[src/rtl/pc_gen.sv]
`default_nettype none
// ============================================================================
// Module      : pc_gen
// Description : Fetch PC generator for the out-of-order front end. Issues one
//               aligned fetch block per accepted handshake and applies
//               prioritised redirects (trap/mret > branch > jump). A redirect
//               seen while the core is disabled is parked until cpu_en rises.
//               Every redirect that reaches pc bumps the fetch epoch.
//               Optional macro PC_GEN_PERF_EN adds saturating counters for
//               accepted redirects and fetch handshakes.
// Revision    : 1.0 - initial release
// ============================================================================
module pc_gen #(
    parameter int                  PC_WIDTH    = 32,
    parameter int                  FETCH_WIDTH = 2,
    parameter logic [PC_WIDTH-1:0] RESET_PC    = '0,
    parameter int                  EPOCH_WIDTH = 3
) (
    input  logic                   clk,
    input  logic                   rst,
    input  logic                   cpu_en,
    input  logic                   pc_stall,
    input  logic                   trap_happened,
    input  logic [2:0]             rob_commit_ebreak_ecall_mret,
    input  logic [PC_WIDTH-1:0]    ctrl_pc,
    input  logic                   br_taken,
    input  logic [PC_WIDTH-1:0]    br_addr,
    input  logic                   jp_taken,
    input  logic [PC_WIDTH-1:0]    jp_addr,
    input  logic                   fetch_ready,
    output logic                   fetch_valid,
    output logic [PC_WIDTH-1:0]    fetch_pc,
    output logic [FETCH_WIDTH-1:0] fetch_mask,
    output logic [EPOCH_WIDTH-1:0] fetch_epoch,
    output logic                   misaligned_target
`ifdef PC_GEN_PERF_EN
    ,
    output logic [31:0]            perf_redirects,
    output logic [31:0]            perf_blocks
`endif
);

    localparam logic [1:0] c_ST_IDLE = 2'd0;
    localparam logic [1:0] c_ST_RUN  = 2'd1;
    localparam logic [1:0] c_ST_HOLD = 2'd2;

    // Slot-offset field width inside an aligned block (at least 1 bit).
    localparam int c_OFF_W = (FETCH_WIDTH > 1) ? $clog2(FETCH_WIDTH) : 1;
    localparam logic [PC_WIDTH-1:0] c_BLK_BYTES = PC_WIDTH'(FETCH_WIDTH * 4);
    localparam logic [PC_WIDTH-1:0] c_BLK_MASK  = c_BLK_BYTES - PC_WIDTH'(1);
    localparam logic [PC_WIDTH-1:0] c_WORD_MASK = PC_WIDTH'(3);

    logic [1:0]             r_state;
    logic [PC_WIDTH-1:0]    r_pc;
    logic [PC_WIDTH-1:0]    r_pend_pc;
    logic [EPOCH_WIDTH-1:0] r_epoch;
    logic                   r_misaligned;

    logic [1:0]             w_state_nxt;
    logic [PC_WIDTH-1:0]    w_pc_nxt;
    logic [PC_WIDTH-1:0]    w_pend_nxt;
    logic [EPOCH_WIDTH-1:0] w_epoch_nxt;

    logic                   w_redirect;
    logic [PC_WIDTH-1:0]    w_target;
    logic [PC_WIDTH-1:0]    w_target_aln;
    logic [PC_WIDTH-1:0]    w_pc_seq;
    logic                   w_valid;
    logic                   w_fire;
    logic                   w_unused;

    // Only the mret bit of the commit vector steers the PC.
    assign w_unused = &{1'b0, rob_commit_ebreak_ecall_mret[2:1]};

    // Redirect request and its prioritised, word-aligned target.
    assign w_redirect   = trap_happened | rob_commit_ebreak_ecall_mret[0] | br_taken | jp_taken;
    assign w_target     = (trap_happened | rob_commit_ebreak_ecall_mret[0]) ? ctrl_pc :
                          br_taken                                          ? br_addr :
                                                                              jp_addr;
    assign w_target_aln = w_target & ~c_WORD_MASK;

    // Next sequential block: align down to the block, step one block (wraps).
    assign w_pc_seq = (r_pc & ~c_BLK_MASK) + c_BLK_BYTES;

    assign w_valid = (r_state == c_ST_RUN) & cpu_en & ~pc_stall & ~w_redirect;
    assign w_fire  = w_valid & fetch_ready;

    // Next-state, next-pc and epoch decisions.
    always_comb begin
        w_state_nxt = r_state;
        w_pc_nxt    = r_pc;
        w_pend_nxt  = r_pend_pc;
        w_epoch_nxt = r_epoch;
        case (r_state)
            c_ST_IDLE: begin
                if (w_redirect) begin
                    w_state_nxt = c_ST_HOLD;
                    w_pend_nxt  = w_target_aln;
                end else if (cpu_en) begin
                    w_state_nxt = c_ST_RUN;
                end
            end
            c_ST_RUN: begin
                if (w_redirect) begin
                    if (cpu_en) begin
                        w_pc_nxt    = w_target_aln;
                        w_epoch_nxt = r_epoch + 1'b1;
                    end else begin
                        w_state_nxt = c_ST_HOLD;
                        w_pend_nxt  = w_target_aln;
                    end
                end else if (!cpu_en) begin
                    w_state_nxt = c_ST_IDLE;
                end else if (w_fire) begin
                    w_pc_nxt = w_pc_seq;
                end
            end
            c_ST_HOLD: begin
                if (cpu_en) begin
                    // A redirect arriving on the release cycle replaces the parked one.
                    w_state_nxt = c_ST_RUN;
                    w_pc_nxt    = w_redirect ? w_target_aln : r_pend_pc;
                    w_epoch_nxt = r_epoch + 1'b1;
                end else if (w_redirect) begin
                    w_pend_nxt = w_target_aln;
                end
            end
            default: begin
                w_state_nxt = c_ST_IDLE;
            end
        endcase
    end

    // State, pc, epoch, parked target and misalignment pulse registers.
    always_ff @(posedge clk) begin
        if (rst) begin
            r_state      <= c_ST_IDLE;
            r_pc         <= RESET_PC;
            r_pend_pc    <= '0;
            r_epoch      <= '0;
            r_misaligned <= 1'b0;
        end else begin
            r_state      <= w_state_nxt;
            r_pc         <= w_pc_nxt;
            r_pend_pc    <= w_pend_nxt;
            r_epoch      <= w_epoch_nxt;
            r_misaligned <= w_redirect & (|w_target[1:0]);
        end
    end

    assign fetch_valid       = w_valid;
    assign fetch_pc          = r_pc;
    assign fetch_epoch       = r_epoch;
    assign misaligned_target = r_misaligned;

    generate
        if (FETCH_WIDTH == 1) begin : g_mask_single
            assign fetch_mask = 1'b1;
        end else begin : g_mask_multi
            logic [c_OFF_W-1:0] w_off;
            assign w_off = r_pc[c_OFF_W+1:2];
            for (genvar i = 0; i < FETCH_WIDTH; i++) begin : g_slot
                assign fetch_mask[i] = (w_off <= c_OFF_W'(i));
            end
        end
    endgenerate

`ifdef PC_GEN_PERF_EN
    logic [31:0] r_perf_redirects;
    logic [31:0] r_perf_blocks;

    // Saturating counters of accepted redirects and fetch handshakes.
    always_ff @(posedge clk) begin
        if (rst) begin
            r_perf_redirects <= '0;
            r_perf_blocks    <= '0;
        end else begin
            if (w_redirect && (r_perf_redirects != '1)) begin
                r_perf_redirects <= r_perf_redirects + 32'd1;
            end
            if (w_fire && (r_perf_blocks != '1)) begin
                r_perf_blocks <= r_perf_blocks + 32'd1;
            end
        end
    end

    assign perf_redirects = r_perf_redirects;
    assign perf_blocks    = r_perf_blocks;
`endif

endmodule
`default_nettype wire

[config.mk]
export PLATFORM = sky130hd
export DESIGN_NAME = pc_gen
export DESIGN_NICKNAME = d
export VERILOG_FILES = /design/src/rtl/pc_gen.sv
export SDC_FILE = /design/constraint.sdc
export NUM_CORES = 1
export LEC_CHECK = 0
export ABC_CLOCK_PERIOD_IN_PS = 6600
export CORE_MARGIN = 2
export CORE_UTILIZATION = 43
export CTS_CLUSTER_SIZE = 25
export DETAILED_ROUTE_END_ITERATION = 8
export DONT_BUFFER_PORTS = 1
export GPL_TIMING_DRIVEN = 0
export SETUP_SLACK_MARGIN = 0.05
export SKIP_LAST_GASP = 1
export SYNTH_ARGS = -nofsm -noshare
export SYNTH_HDL_FRONTEND = slang
export SYNTH_SLANG_ARGS = --single-unit
[constraint.sdc]
create_clock -name clk -period 6.6 [get_ports clk]
set_clock_uncertainty 0.1 [all_clocks]
set_input_delay 0.99 -clock clk [delete_from_list [all_inputs] [get_ports clk]]
set_output_delay 0.99 -clock clk [all_outputs]
set_load 0.02 [all_outputs]
==> key figures, run 1 <==
CTS
  • Clock Path Buffers: 2
  • Reg clk slew, reported paths: 70 ps
  • TritonCTS clock tree: done
  • Clk Latency, worst-skew pair: 350 ps
  • CTS root buf: clkbuf_8
  • Num Clock Sinks: 70
  • Post-CTS setup buffers: 0
  • H-Tree Level Count: 3
  • CTS buffer count: 9
  • CTS-repair resized insts: 0
  • Hold-fix buffers at CTS: 0

STA
  • Final clock period utilization by the worst path: 60.8%
  • Fin crit period: 4010 ps
  • Fin. max-slew vios: 0
  • Setup TNS: 0 ps
  • RSZ-0062 raised after global routing: no
  • Rel. slew slack: 35.1%
  • Worst Tran Pin Value: 974 ps
  • Hold Violations, Final: 0
  • Final Setup Violations: 0
  • Max Clock Freq: 0.249 GHz

Routing
  • Post-Route WL: 14.7 mm
  • Routed vias/inst: 6.15
  • Detailed Routing Iterations Pass 1: 5
  • First DRT Iteration DRCs: 412
  • Vias: 4382
  • WL/cell: 20.7 um
  • Antenna-violating nets left: 0
  • Detailed-route DRC error count: 0

Synthesis
  • Post-synth EDFFs: 0
  • Yosys cell types: 61
  • Synth Register Bits: 70
  • Dominant synthesized flop cell: dfxtp_1
  • Syn. warnings: 0
  • Compound-Gate Fraction of Synth Area: 23.6%
  • Post-synthesis instance total: 565
  • Xor/xnor share of the synthesized area: 2.00%
  • Largest area contributor in the netlist: dfxtp_1
  • Sequential area share after synthesis: 31.9%
  • Post-Syn Nets: 674
  • Post-synth top area share: 31.9%
  • Mean Syn Cell Area: 7.76 um2
  • Top cells by area, synth: dfxtp_1 (32%), mux2i_1 (7.3%), a21oi_1 (7.1%)
  • Post-Synth Adder-Cell Area: 0.570%
  • Post-Syn Area: 4390 um2
  • Mux share of post-synthesis cell area: 11.7%
  • Ys async rst share: 0%
  • Synth Area in Simple Gates: 23.2%
  • Main combinational cell family by area after synthesis: compound AO/OA/AOI/OAI gates

Placement
  • Dpl cells: 698
  • GP Congestion: 0.938
  • DP HPWL: 10.7 mm
  • IO Port Bufs: 0

Critical path
  • CP most frequent cell: clkbuf_1
  • Worst path required time: 5510 ps
  • Max stage delay on crit path: 810 ps
  • CP max FO: 10
  • CP cell instances: clkbuf_1 > or4_4 > buf_6 > clkbuf_1 > nor4_1
  • Crit Path Category: in -> out
  • Startpoint types: primary input
  • Slowest CP cell: nor4_1
  • Data arrival time of the worst path: 2920 ps
  • Worst setup EP type: output port

Final layout
  • Proportion of layout cells with a drive suffix above 1: 10.2%
  • Commonest cells after routing, fill and taps aside: nor2_1 (79), dfxtp_1 (70), a21oi_1 (62), nand2_1 (43), clkbuf_1 (37)
  • Synthesis-to-finish area growth: 8.10%
  • Post-layout nets: 685
  • Final cell count without fillers: 712
  • Most common library cell in the layout ignoring fill and taps: nor2_1
  • Fillcell total: 1041
  • Antenna Cells: 0

GRT
  • Number of global-route vias before repair: 4126
  • GR Overflow Total: 0
  • Largest net degree at the start of global routing: 11
  • First-pass GRT wire length: 22.9 mm
  • Gr usage total: 26.9%
  • Antenna violations before repair: 0

Power and ir drop
  • Leakage: 0.00170 uW
  • Peak VDD IR: 0.121 mV
  • Power per cell area: 231 nW/um2

Floorplanning
  • Vert. Die Dim: 105 um
  • Starting Density: 44.7%
  • Rows: 36
  • Io pins: 146
  • Full die area: 11000 um2
  • Die X: 105 um
  • Core area: 9820 um2

Worst hold path
  • HP Class: reg -> reg

Run status
  • Status: finished clean

Flow run
  • Max Cap Viol: 0
[power breakdown]
| part | switching [uW] | internal [uW] | total [uW] |
|---|---|---|---|
| Clock | 163 | 192 | 354 |
| Sequential | 54.7 | 457 | 512 |
| Combinational | 143 | 85.2 | 228 |
| Total | 360 | 734 | 1090 |
[cell families after synthesis]
group / after synthesis
XOR/XNOR: 10
AND/OR/NAND/NOR: 211
flip-flops: 70
multiplexers: 49
AO/OA/AOI/OAI: 160
adder cells (fa/ha/maj): 2
other: 1
buffers and inverters: 62
[area by class of cell]
cell class	instances	area (um2)	share of cell area (%)
plain buffers	52	264	5.57
well taps	133	166	3.51
inverters	10	37.5	0.792
flip-flops and latches	70	1400	29.6
clock inverters	1	30.0	0.633
multi-input cells	433	2680	56.6
clock buffers	13	159	3.35
[worst max-delay path: cells and delay by family]
family        cells  cell delay [ps]
simple gates      2             1320
buf+inv           3              610
[final timing paths]
| path | startpoint | end | slack [ps] | cells after the start |
|---|---|---|---|---|
| max | trap_happened | fetch_valid | 2590 | 5 |
| min | r_pend_pc[15] | r_pend_pc[15] | 360 | 2 |
| max reg2reg | r_state[0] | fetch_pc[20] | 3810 | 7 |
| min reg2reg | r_pend_pc[15] | r_pend_pc[15] | 360 | 2 |
[flip-flops by register name, summed over array words and instances (netlist names)]
name / flops
fetch_pc: 32
r_state: 2
fetch_epoch: 3
r_pend_pc: 32
misaligned_target: 1
[metrics by stage]
stage | hold WS (ps) | cell area (um2) | worst slack [ps] | power [uW] | utilization [%]
global placement | 342 | 4550 | 2580 | 741 | 46.4
finish | 359 | 4740 | 2590 | 1090 | 48.3
detailed placement | 346 | 4550 | 2560 | 746 | 46.4
floorplan | 332 | 4390 | 2830 | 680 | -
CTS | 357 | 4740 | 2560 | 1090 | 48.3
global route | 384 | 4740 | 2410 | 1140 | 48.3
[synthesized netlist by cell type, drive strengths merged (2+ instances only)]
library cell and number:
clkbuf 35, mux2i 32, nor4 5, a211oi 14
o31ai 5, ha 2, o32ai 6, a21o 2
inv 9, o21ai 35, nor2b 3, dfxtp 70
o21a 3, and3 6, nand2 45, nor3 14
a21oi 63, nand4 7, a31oi 2, xor2 6
o221a 2, a311oi 2, and2 5, and4 8
buf 17, nand3 32, nor2 80, o22ai 5
o31a 5, nand2b 2, mux2 17, o311a 3
xnor2 4, a41oi 2, a32o 2, o311ai 3
[metal layers]
| metal | up-vias | global-route usage (%) | part of all wire [%] |
|---|---|---|---|
| met2 | 201 | 43.6 | 47 |
| li1 | 2071 | - | - |
| met5 | - | 0 | 0 |
| met3 | 23 | 7.55 | 9.2 |
| met4 | 0 | 7.43 | 1.9 |
| met1 | 2087 | 34.9 | 42 |
Power figures use the tool's default switching activity.
==> run 2: changes to the inputs <==
--- a/config.mk
+++ b/config.mk
@@ -5,7 +5,8 @@
 export SDC_FILE = /design/constraint.sdc
 export NUM_CORES = 1
 export LEC_CHECK = 0
-export ABC_CLOCK_PERIOD_IN_PS = 6600
+export ABC_AREA = 1
+export ABC_CLOCK_PERIOD_IN_PS = 3500
 export CORE_MARGIN = 2
 export CORE_UTILIZATION = 43
 export CTS_CLUSTER_SIZE = 25
==> constraint.sdc (replaced) <==
create_clock -name clk -period 3.5 [get_ports clk]
set_clock_uncertainty 0.1 [all_clocks]
set_input_delay 0.525 -clock clk [delete_from_list [all_inputs] [get_ports clk]]
set_output_delay 0.525 -clock clk [all_outputs]
set_load 0.02 [all_outputs]
==> run 2 against run 1 <==
Compared with the run above:
- total power is 92% higher
- die area is 4.2% higher
- cell count is 27% higher
- synthesized area is 4.4% higher
- flip-flop and latch count stayed put
- non-clock buffer count is 13 lower
- clock-buffer cell count is 1 lower
- largest cell class unchanged
- worst hold slack worse by 120 ps
==> key figures, run 2 <==
CTS
  • CTS root buf: clkbuf_8
  • Reg clk slew, reported paths: 80 ps
  • CTS-repair resized insts: 0
  • Clock Path Buffers: 2
  • Num Clock Sinks: 70
  • CTS buffer count: 9
  • TritonCTS clock tree: done
  • Post-CTS setup buffers: 0
  • Hold-fix buffers at CTS: 0
  • Clk Latency, worst-skew pair: 350 ps
  • H-Tree Level Count: 3

Floorplanning
  • Starting Density: 44.3%
  • Full die area: 11500 um2
  • Core area: 10300 um2
  • Rows: 37
  • Vert. Die Dim: 107 um
  • Die X: 107 um
  • Io pins: 146

Final layout
  • Final cell count without fillers: 902
  • Synthesis-to-finish area growth: 8.14%
  • Commonest cells after routing, fill and taps aside: nand2_1 (181), nor2_1 (111), o21ai_0 (93), dfxtp_1 (70), inv_1 (68)
  • Most common library cell in the layout ignoring fill and taps: nand2_1
  • Proportion of layout cells with a drive suffix above 1: 7.84%
  • Post-layout nets: 869
  • Fillcell total: 1113

STA
  • Setup TNS: 0 ps
  • Fin. max-slew vios: 0
  • Worst Tran Pin Value: 692 ps
  • Final clock period utilization by the worst path: 65.4%
  • Setup WS post-layout: 1210 ps
  • Final Setup Violations: 0
  • Fin crit period: 2290 ps
  • Max Clock Freq: 0.437 GHz
  • Hold Slack: 241 ps
  • Rel. slew slack: 53.9%
  • Hold Violations, Final: 0
  • RSZ-0062 raised after global routing: no

Synthesis
  • Most frequent cell after synthesis: nand2_1
  • Post-Syn Nets: 858
  • Synth cell count leaders: nand2_1 (181), nor2_1 (111), o21ai_0 (93), dfxtp_1 (70), inv_1 (68)
  • Post-synthesis instance total: 749
  • Post-synth EDFFs: 0
  • Dominant synthesized flop cell: dfxtp_1
  • Synth Register Bits: 70
  • Ys async rst share: 0%
  • Sequential area share after synthesis: 30.6%
  • Top cells by area, synth: dfxtp_1 (31%), nand2_1 (15%), o21ai_0 (10%)
  • Mean Syn Cell Area: 6.11 um2
  • Post-synth top area share: 30.6%
  • Post-Syn Area: 4580 um2
  • Largest area contributor in the netlist: dfxtp_1
  • Yosys cell types: 37
  • Syn. warnings: 0

Power and ir drop
  • Comb pwr share: 20.0%
  • Tot Pwr: 2100 uW
  • Sw Pwr: 718 uW
  • Reg power frac: 47.1%
  • Sw Share: 34.3%
  • Clock power share: 32.9%
  • Power per cell area: 424 nW/um2
  • Cell Int Power: 1380 uW
  • Peak VDD IR: 0.178 mV
  • Leakage: 0.00198 uW

GRT
  • Largest net degree at the start of global routing: 12
  • Number of global-route vias before repair: 4618
  • Antenna violations before repair: 1
  • Gr usage total: 27.7%
  • First-pass GRT wire length: 24.6 mm
  • GR Overflow Total: 0

Routing
  • WL/cell: 17.3 um
  • Routed vias/inst: 5.54
  • Vias: 4995
  • Detailed Routing Iterations Pass 1: 5
  • First DRT Iteration DRCs: 375
  • Post-Route WL: 15.6 mm
  • Detailed-route DRC error count: 0
  • Antenna-violating nets left: 0

Placement
  • IO Port Bufs: 0
  • GP Congestion: 0.936
  • DP Worst Slack: 1170 ps
  • Dpl cells: 885
  • DP HPWL: 12.3 mm

Critical path
  • Worst setup EP type: output port
  • Startpoint types: primary input
  • CP max FO: 10
  • Data arrival time of the worst path: 1670 ps
  • Crit Path Category: in -> out
  • Worst path required time: 2870 ps

Worst hold path
  • HP Class: in -> reg

Flow run
  • Max Cap Viol: 0

Run status
  • Status: finished clean
==> run 2: cell types whose count changed after synthesis, moves of 13 or more <==
cell,delta
nand2_1,+138
a21oi_1,-19
mux2i_1,-32
mux2_2,-17
o21ai_0,+62
clkbuf_1,-13
inv_1,+59
nor2_1,+32
==> run 2: final cells by class <==
cell class,count,area [um2],area share [%]
Antenna cell,1,2.50,0.0505
Inverter,75,282,5.69
Clock buffer,12,155,3.13
Clock inverter,4,45.0,0.910
Tap cell,136,170,3.44
Sequential cell,70,1400,28.3
Buffer,39,196,3.97
Multi-Input combinational cell,565,2700,54.5
==> run 2: path summary, 6_finish.rpt <==
kind	startpoint	to	slack (ps)	cells after the start
worst max register to register	fetch_pc[4]	fetch_pc[29]	1300	10
worst min-delay path	cpu_en	r_state[0]	240	2
worst max-delay path	rob_commit_ebreak_ecall_mret[0]	fetch_valid	1210	5
worst min register to register	r_pend_pc[1]	r_pend_pc[1]	360	2
==> run 2: cell families after synthesis <==
family	share of synthesized area, %
AOI/OAI and AO/OA	24.2
adders and majority gates	0.547
xor gates and xnor gates	0.574
buffers and inverters	10.4
DFF	30.6
and+or+nand+nor	33.6
other	0.0819
==> run 2: power by group through the flow <==
stage               registers, uW  logic (uW)  clock network [uW]
finish                        988         419                 691
global placement             1000         404                   0
global route                  999         470                 744
CTS                           988         414                 695
detailed placement           1010         411                   0
floorplan                     983         309                   0
==> run 2: metrics by stage <==
| stage | instance area (um2) | util (%) |
|---|---|---|
| CTS | 4950 | 47.9 |
| global placement | 4750 | 46.0 |
| finish | 4950 | 48.0 |
| detailed placement | 4750 | 46.0 |
| floorplan | 4580 | - |
| global route | 4950 | 48.0 |
==> run 2: layer usage <==
metal | global-route usage [%] | share of wire, % | vias to the layer above
met1 | 36.8 | 44 | 2267
met3 | 5.17 | 8.1 | 21
met2 | 45.5 | 46 | 220
li1 | - | - | 2487
met4 | 8.53 | 1.7 | 0
met5 | 0 | 0 | -
==> run 2: critical path, stage by stage <==
cell     delay (ps)
nor2_4          170
nand2_2         160
buf_2           230
buf_2           210
nor2_1          370
